<file path="src/rtl/drive_sequencer.sv">
// Direction sequencer for the dual motor driver: arbitrates manual/autonomous commands, inserts
// dead-time between opposing directions, generates the ACC/DEC duty and runs a command watchdog.
// Define SOFT_START_EN for a ramped duty on ACC/DEC; otherwise duty jumps straight to full scale.
module drive_sequencer #(
    parameter int unsigned DEADTIME_CYC = 125000,
    parameter int unsigned TIMEOUT_CYC  = 12500000,
    parameter int unsigned RAMP_DIV     = 125000,
    parameter int unsigned DUTY_W       = 8,
    parameter int unsigned DUTY_MIN     = 64
) (
    input  logic              clk_125mhz,
    input  logic              reset,
    input  logic              man_valid,
    input  logic [6:0]        man_cmd,
    input  logic              auto_valid,
    input  logic [6:0]        auto_cmd,
    output logic [6:0]        direction,
    output logic [DUTY_W-1:0] duty,
    output logic              man_ack,
    output logic              auto_ack,
    output logic              dead_active,
    output logic              timeout
);

    localparam logic [6:0] DIR_FWD  = 7'b0000001;
    localparam logic [6:0] DIR_IDLE = 7'b0000010;
    localparam logic [6:0] DIR_BWD  = 7'b0000100;
    localparam logic [6:0] DIR_LEFT = 7'b0001000;
    localparam logic [6:0] DIR_RGT  = 7'b0010000;
    localparam logic [6:0] DIR_ACC  = 7'b0100000;
    localparam logic [6:0] DIR_DEC  = 7'b1000000;

    localparam int unsigned DEAD_W = $clog2(DEADTIME_CYC + 1);
    localparam int unsigned WDOG_W = $clog2(TIMEOUT_CYC + 1);

    localparam logic [DEAD_W-1:0] DEAD_LAST = DEAD_W'(DEADTIME_CYC - 1);
    localparam logic [WDOG_W-1:0] WDOG_LAST = WDOG_W'(TIMEOUT_CYC - 1);
    localparam logic [DUTY_W-1:0] DUTY_MAX  = '1;

`ifdef SOFT_START_EN
    localparam int unsigned       RAMP_W     = $clog2(RAMP_DIV + 1);
    localparam logic [RAMP_W-1:0] RAMP_LAST  = RAMP_W'(RAMP_DIV - 1);
    localparam logic [DUTY_W-1:0] DUTY_START = DUTY_W'(DUTY_MIN);
`else
    localparam logic [DUTY_W-1:0] DUTY_START = DUTY_MAX;
`endif

    typedef enum logic [1:0] {StStop, StDrive, StDead} state_e;

    state_e              state_q;
    logic [6:0]          cur_q;
    logic [6:0]          pend_q;
    logic [DEAD_W-1:0]   dead_cnt_q;
    logic [WDOG_W-1:0]   wdog_q;

    logic [6:0]          cmd_sel;
    logic [6:0]          cmd_norm;
    logic                can_accept;
    logic                take_man;
    logic                take_auto;
    logic                take;
    logic [DUTY_W-1:0]   duty_step;

    function automatic logic is_ramp(input logic [6:0] d);
        return (d == DIR_ACC) || (d == DIR_DEC);
    endfunction

    // Anything that is not a legal one-hot code collapses to IDLE.
    always_comb begin
        cmd_sel = man_valid ? man_cmd : auto_cmd;
        case (cmd_sel)
            DIR_FWD, DIR_IDLE, DIR_BWD, DIR_LEFT, DIR_RGT, DIR_ACC, DIR_DEC: cmd_norm = cmd_sel;
            default:                                                         cmd_norm = DIR_IDLE;
        endcase
    end

    // Blocking on the previous ack gives sources one cycle to drop valid.
    assign can_accept = (state_q != StDead) && !man_ack && !auto_ack;
    assign take_man   = can_accept && man_valid;
    assign take_auto  = can_accept && !man_valid && auto_valid;
    assign take       = take_man || take_auto;

`ifdef SOFT_START_EN
    logic [RAMP_W-1:0] ramp_cnt_q;
    logic [RAMP_W-1:0] ramp_cnt_d;

    always_comb begin
        ramp_cnt_d = ramp_cnt_q;
        duty_step  = duty;
        if (is_ramp(cur_q)) begin
            if (ramp_cnt_q == RAMP_LAST) begin
                ramp_cnt_d = '0;
                if (duty != DUTY_MAX) begin
                    duty_step = duty + 1'b1;
                end
            end else begin
                ramp_cnt_d = ramp_cnt_q + 1'b1;
            end
        end
    end

    // Held at zero outside DRIVE, so every entry into ACC/DEC starts a fresh prescaler period.
    always_ff @(posedge clk_125mhz or posedge reset) begin
        if (reset) begin
            ramp_cnt_q <= '0;
        end else if (state_q != StDrive) begin
            ramp_cnt_q <= '0;
        end else begin
            ramp_cnt_q <= ramp_cnt_d;
        end
    end
`else
    logic unused_ramp_cfg;
    assign unused_ramp_cfg = ^{RAMP_DIV, DUTY_MIN};
    assign duty_step       = duty;
`endif

    always_ff @(posedge clk_125mhz or posedge reset) begin
        if (reset) begin
            state_q     <= StStop;
            cur_q       <= DIR_IDLE;
            pend_q      <= DIR_IDLE;
            dead_cnt_q  <= '0;
            wdog_q      <= '0;
            direction   <= DIR_IDLE;
            duty        <= '0;
            man_ack     <= 1'b0;
            auto_ack    <= 1'b0;
            dead_active <= 1'b0;
            timeout     <= 1'b0;
        end else begin
            man_ack  <= take_man;
            auto_ack <= take_auto;
            if (take) begin
                timeout <= 1'b0;
            end
            unique case (state_q)
                StStop: begin
                    wdog_q <= '0;
                    if (take && cmd_norm != DIR_IDLE) begin
                        state_q   <= StDrive;
                        cur_q     <= cmd_norm;
                        direction <= cmd_norm;
                        duty      <= is_ramp(cmd_norm) ? DUTY_START : '0;
                    end
                end
                StDrive: begin
                    if (take) begin
                        wdog_q <= '0;
                        if (cmd_norm == cur_q) begin
                            duty <= duty_step;
                        end else if (cmd_norm == DIR_IDLE) begin
                            state_q   <= StStop;
                            cur_q     <= DIR_IDLE;
                            direction <= DIR_IDLE;
                            duty      <= '0;
                        end else begin
                            state_q     <= StDead;
                            pend_q      <= cmd_norm;
                            cur_q       <= DIR_IDLE;
                            direction   <= DIR_IDLE;
                            duty        <= '0;
                            dead_cnt_q  <= '0;
                            dead_active <= 1'b1;
                        end
                    end else if (wdog_q == WDOG_LAST) begin
                        state_q   <= StStop;
                        cur_q     <= DIR_IDLE;
                        direction <= DIR_IDLE;
                        duty      <= '0;
                        wdog_q    <= '0;
                        timeout   <= 1'b1;
                    end else begin
                        wdog_q <= wdog_q + 1'b1;
                        duty   <= duty_step;
                    end
                end
                StDead: begin
                    wdog_q <= '0;
                    if (dead_cnt_q == DEAD_LAST) begin
                        state_q     <= StDrive;
                        cur_q       <= pend_q;
                        direction   <= pend_q;
                        duty        <= is_ramp(pend_q) ? DUTY_START : '0;
                        dead_cnt_q  <= '0;
                        dead_active <= 1'b0;
                    end else begin
                        dead_cnt_q <= dead_cnt_q + 1'b1;
                    end
                end
                default: begin
                    state_q <= StStop;
                end
            endcase
        end
    end

endmodule

</file>
<file path="config.mk">
export PLATFORM = sky130hd
export DESIGN_NAME = drive_sequencer
export DESIGN_NICKNAME = d
export VERILOG_FILES = /design/src/rtl/drive_sequencer.sv
export SDC_FILE = /design/constraint.sdc
export NUM_CORES = 1
export LEC_CHECK = 0
export BUFFER_PORTS_ARGS = -buffer_cell sky130_fd_sc_hd__buf_2
export CORE_ASPECT_RATIO = 0.7
export CORE_UTILIZATION = 60
export DETAILED_ROUTE_END_ITERATION = 8
export PLACE_DENSITY = 0.85
export SYNTH_ARGS = -nofsm -noshare
export SYNTH_HDL_FRONTEND = slang
export SYNTH_SLANG_ARGS = --single-unit
</file>
<file path="constraint.sdc">
create_clock -name clk_125mhz -period 3.9 [get_ports clk_125mhz]
set_clock_uncertainty 0.15 [all_clocks]
set_input_delay 1.17 -clock clk_125mhz [delete_from_list [all_inputs] [get_ports clk_125mhz]]
set_output_delay 1.17 -clock clk_125mhz [all_outputs]
set_load 0.02 [all_outputs]
</file>
Word level (Yosys, flattened, before mapping). Index checks and enable logic that the tools add are counted.

Register bits after elaboration: 69. Bits of input ports: 18.

Add/sub/neg operators: 2. Eq/ne operators: 26. Mux-type cells: 40. Bitwise logic cells: 2. Reductions and logical operators: 23.

Operators with widths (number): $mux W17 (4); $mux W8 (7); $mux W7 (7); $mux W24 (2); $pmux W24 S2 (1); $pmux W17 S2 (1); $add A24 B1 Y24 const B (1); $eq A24 B24 Y1 const B (1); $pmux W8 S3 (1); $eq A7 B6 Y1 const B (3); $eq A7 B7 Y1 const B (3); $pmux W7 S3 (1); $add A17 B1 Y17 const B (1); $eq A17 B17 Y1 const B (1); $eq A7 B2 Y1 const B (2); $mux W2 (6); $ne A2 B2 Y1 const B (6); $reduce_and A4 Y1 (3); $reduce_and A5 Y1 (2); $mux W1 (8); $eq A7 B1 Y1 const B (1); $eq A7 B3 Y1 const B (1); $eq A7 B4 Y1 const B (1); $eq A7 B5 Y1 const B (1); other kinds (16) (28).

Longest topological paths before layout.
Depth after elaboration: 10. Mapped depth: 11. Gate-level depth less buffers: 9.

Least setup slack after synthesis. Ideal clock, no wire load.

Kind: input port to flip-flop. Start point: input port man_valid. End point: register cur_q[0]. Arrival: 3.396 ns. Required time: 3.625 ns. Slack: 0.229 ns. Stages on the path: 8. Path buffers: 1. Cell sequence: buf_6 -> nor3b_1 -> o22ai_1 -> a211o_2 -> a221oi_2 -> o221ai_2 -> a311oi_4 -> mux2_2.

Cells in the longest elaborated chain, start to end: 8. Elaborated cells on any way between the ends: 25. Classes of those cells: eq/ne: 12; mux: 5; reduce/logical: 8.

RTL lines: start: declaration (RTL line 13) `input logic man_valid,`; $mux W7 (RTL line 70) `cmd_sel = man_valid ? man_cmd : auto_cmd;`; $eq A7 B1 Y1 (tied with other cells) (RTL line 71) `case (cmd_sel)`; $reduce_or A7 Y1 (RTL line 71); $mux W7 (RTL line 71); $ne A7 B2 Y1 (RTL line 140) `if (take && cmd_norm != DIR_IDLE) begin`; $logic_and A1 B1 Y1 (RTL line 140); $ne A2 B2 Y1 (no line); $reduce_and A5 Y1 (no line); end signal: assignment (RTL line 142) `cur_q <= cmd_norm;`; end signal: assignment (RTL line 182) `cur_q <= pend_q;`; end: declaration (RTL line 51) `logic [6:0] cur_q;`.

Parallel ways exist; a longest one is shown, timed or not. The select of a mux whose other input is x is not followed. A chain may end at the register's enable or synchronous reset.

Worst setup path in the final report.
Start point: input port man_valid. End point: register pend_q[2].

Cells in the longest elaborated chain, start to end: 7. Elaborated cells on any way between the ends: 20. Classes of those cells: eq/ne: 9; mux: 2; bitwise: 2; reduce/logical: 7.

RTL lines: $mux W7 (RTL line 70); $eq A7 B1 Y1 (tied with other cells) (RTL line 71); $reduce_or A7 Y1 (RTL line 71); $mux W7 (RTL line 71); $eq A7 B2 Y1 or $eq A7 B7 Y1 (tied branches) (RTL line 152, 150); $not A1 Y1 (no line); $reduce_and A4 Y1 (no line); end signal: assignment (RTL line 159) `pend_q <= cmd_norm;`; end: declaration (RTL line 52) `logic [6:0] pend_q;`.

Parallel ways exist; a longest one is shown, timed or not.

==> impl_metrics.json <==
{
  "crit_required_ns": 3.99,
  "path_clk_slew_ns": 0.07,
  "drv_cap": 0,
  "drive_above_1_share": 0.225,
  "synth.distinct_cells": 67,
  "layout_setup_ws_ns": 0.234,
  "synth_area_per_cell_sq_um": 9.06,
  "peakVddDrop_mv": 0.342,
  "dieWidth_microns": 99.5,
  "synth-simple-area-share": 0.225,
  "synthArstFlopShare": 1.00,
  "rsz0062_at_grt": "false",
  "worstSetupPathDepth": 8,
  "cts_tree": "yes",
  "cts_resized": 0,
  "io-pin-count": 37,
  "synth-compound-area-share": 0.207,
  "cts_buffers": 9,
  "critPathMaxStageDelay_ns": 0.57,
  "drtAntennaViolNets": 0,
  "num_antenna_cells": 0,
  "yosysWarnings": 0,
  "ys_seq_elements": 62,
  "fp.dieArea_sq_um": 6990,
  "min_path_type": "flop to flop",
  "fmax_mhz": 273,
  "worst_path_max_delay_cell": "a21oi_2",
  "place_congestion": 0.993,
  "startpoint_type": "input pin",
  "cts_setup_buffers": 0,
  "cts_max_level": 3,
  "grt_use_total": 0.320,
  "gr-total-overflow": 0,
  "syn_area_sq_um": 3990,
  "synthTopCellsByArea": "dfrtp_1 (38%), o21ai_0 (6.1%), mux2_2 (5.1%)",
  "drt-initial-drc-count": 299,
  "cp_cell_sequence": "buf_2 > mux2i_1 > xnor2_1 > a211o_2 > a221oi_2 > nand2_1 > a21oi_2 > mux2_2",
  "post-place-cells": 569,
  "fin_util": 0.722,
  "final.fill_count": 470,
  "die_h_microns": 70.3,
  "pre_cts_ws_ns": -0.102,
  "synthMuxAreaShare": 0.0714,
  "synth_xor_area_frac": 0.0417,
  "drt_pass1_iterations": 7,
  "wl_per_cell_microns": 17.8,
  "area_delta_synth_final_pct": 14.5,
  "antenna_found_initial": 0,
  "cts.sinks": 62,
  "period_needed_ns": 3.67,
  "timing.final.crit_share": 0.940,
  "synth_common_cells": "dfrtp_1 (60), o21ai_0 (49), nand2_1 (42), nor2_1 (33)",
  "yosysTopAreaCellShare": 0.376,
  "layout.cells.non_filler": 585,
  "setup_violations": 0,
  "cellPowerDensity_nw_per_um2": 462,
  "syn_inst": 441,
  "seq_area_frac_synth": 0.389,
  "start_util": 0.630,
  "clkLatencyLatePin_ns": 0.36,
  "report.final.slew_viol_count": 0,
  "grt_pass1_vias": 3406,
  "viasPerCell": 6.30,
  "numPortBuffers": 36,
  "syn-num-nets": 466,
  "cts-hold-fix-buffers": 0,
  "leakage_nw": 2.03,
  "cts_root_buf": "clkbuf_8",
  "worstSetupPathType": "input pin to flop",
  "reg2regPathDepth": 7,
  "cp_max_fo": 11,
  "synth_top_family_by_area": "simple AND/OR/NAND/NOR gates",
  "wl_mm": 10.4,
  "cp-end-kind": "flop",
  "cp-startpoint": "man_valid",
  "vias": 3684,
  "nNetsFinal": 514,
  "yosysMostFrequentCell": "dfrtp_1",
  "synth_edf_count": 0,
  "synthFlopType": "dfrtp_1",
  "crit_family": "compound AO/OA/AOI/OAI gates",
  "rrSetupSlack_ns": 0.75,
  "synth_area_leader_cell": "dfrtp_1",
  "worstReg2RegStart": "wdog_q[5]",
  "reg2reg_to": "duty[6]",
  "status": "finished clean",
  "synthAdderAreaFrac": 0.0219,
  "arrival_ns": 3.76,
  "cts.path.max_buffers": 2,
  "hold_viol": 0,
  "worst_slew_pin_slew_ns": 0.989,
  "drc_errors": 0,
  "slew_headroom": 0.339,
  "cp.buffers_inverters": 1,
  "grt_pass1_wl_mm": 17.2,
  "hpwl_mm": 7.44,
  "rows": 24,
  "endpoint": "pend_q[2]",
  "core_sq_um": 6340,
  "grt_max_degree": 49
}
## power by group
group          total [mW]  internal [mW]  switching [mW]
logic               0.652          0.267           0.385
clock network       0.594          0.317           0.277
registers           0.867          0.744           0.123
## per-layer routing
metal / track usage / wire length, microns / share of wire / vias up
li1: - / - / - / 1731
met1: 0.448 / 4710 / 0.45 / 1765
met2: 0.483 / 4720 / 0.45 / 170
met3: 0.0841 / 835 / 0.080 / 18
met4: 0.114 / 151 / 0.014 / 0
met5: 0 / 0 / 0 / -
## kinds of logic (layout without fill, tap and decap cells)
| logic type | after synthesis | count (layout) |
|---|---|---|
| and+or+nand+nor | 172 | 172 |
| xor gates and xnor gates | 19 | 19 |
| adders and majority gates | 7 | 7 |
| AOI/OAI and AO/OA | 119 | 119 |
| muxes | 25 | 25 |
| DFF | 62 | 62 |
| buffers and inverters | 37 | 90 |
## metrics by stage
| stage | setup TNS, ns | area, sq um | hold slack [ns] | power (mW) |
|---|---|---|---|---|
| after floorplan | 0 | 3990 | 0.287 | 1.30 |
| after global placement | 0 | 4370 | 0.310 | 1.48 |
| after detailed placement | -0.917 | 4370 | 0.323 | 1.51 |
| after CTS | 0 | 4570 | 0.337 | 2.11 |
| after global routing | 0 | 4570 | 0.374 | 2.22 |
| final | 0 | 4570 | 0.339 | 2.11 |
## worst min-delay path by stage
stage / startpoint / end / slack [ns] / depth (start not counted)
global placement: wdog_q[23] / wdog_q[23] / 0.31 / 1
detailed placement: wdog_q[23] / wdog_q[23] / 0.32 / 1
CTS: wdog_q[23] / wdog_q[23] / 0.34 / 1
finish: wdog_q[23] / wdog_q[23] / 0.34 / 1
floorplan: wdog_q[23] / wdog_q[23] / 0.29 / 1
global route: pend_q[1] / pend_q[1] / 0.37 / 1
## area by class of cell
class	instances	area, sq um	area share
Clock buffer	10	138	0.0301
Clock inverter	6	68.8	0.0151
Inverter	12	45.0	0.00985
Multi-Input combinational cell	342	2260	0.495
Sequential cell	62	1550	0.340
Tap cell	91	114	0.0249
Timing Repair Buffer	62	388	0.0848
## registers in the layout (all words and copies together), names as in the netlist
| register | flops |
|---|---|
| timeout | 1 |
| auto_ack | 1 |
| state_q | 2 |
| man_ack | 1 |
| cur_q | 7 |
| duty | 1 |
| pend_q | 7 |
| dead_active | 1 |
| dead_cnt_q | 17 |
| wdog_q | 24 |
## cell usage in the layout, fill, tap and decap left out, drive strengths merged, types with 3 or more instances in the layout
master and count:
nor4b 5, clkbuf 10, buf 62, a22oi 3, a311oi 5, nor4 7, nand4 5, nand2b 7
o41ai 3, nor2 33, and3 14, nor3 11, o22ai 9, a31oi 3, xor2 12, mux2 18
o21ai 49, ha 7, inv 14, nor2b 6, or3 5, mux2i 7, nand2 42, a21oi 8
o31ai 12, and2 4, nor3b 5, a21o 4, nand3 18, a22o 4, dfrtp 60, xnor2 7
No activity file was read; power rests on OpenSTA's default activity.
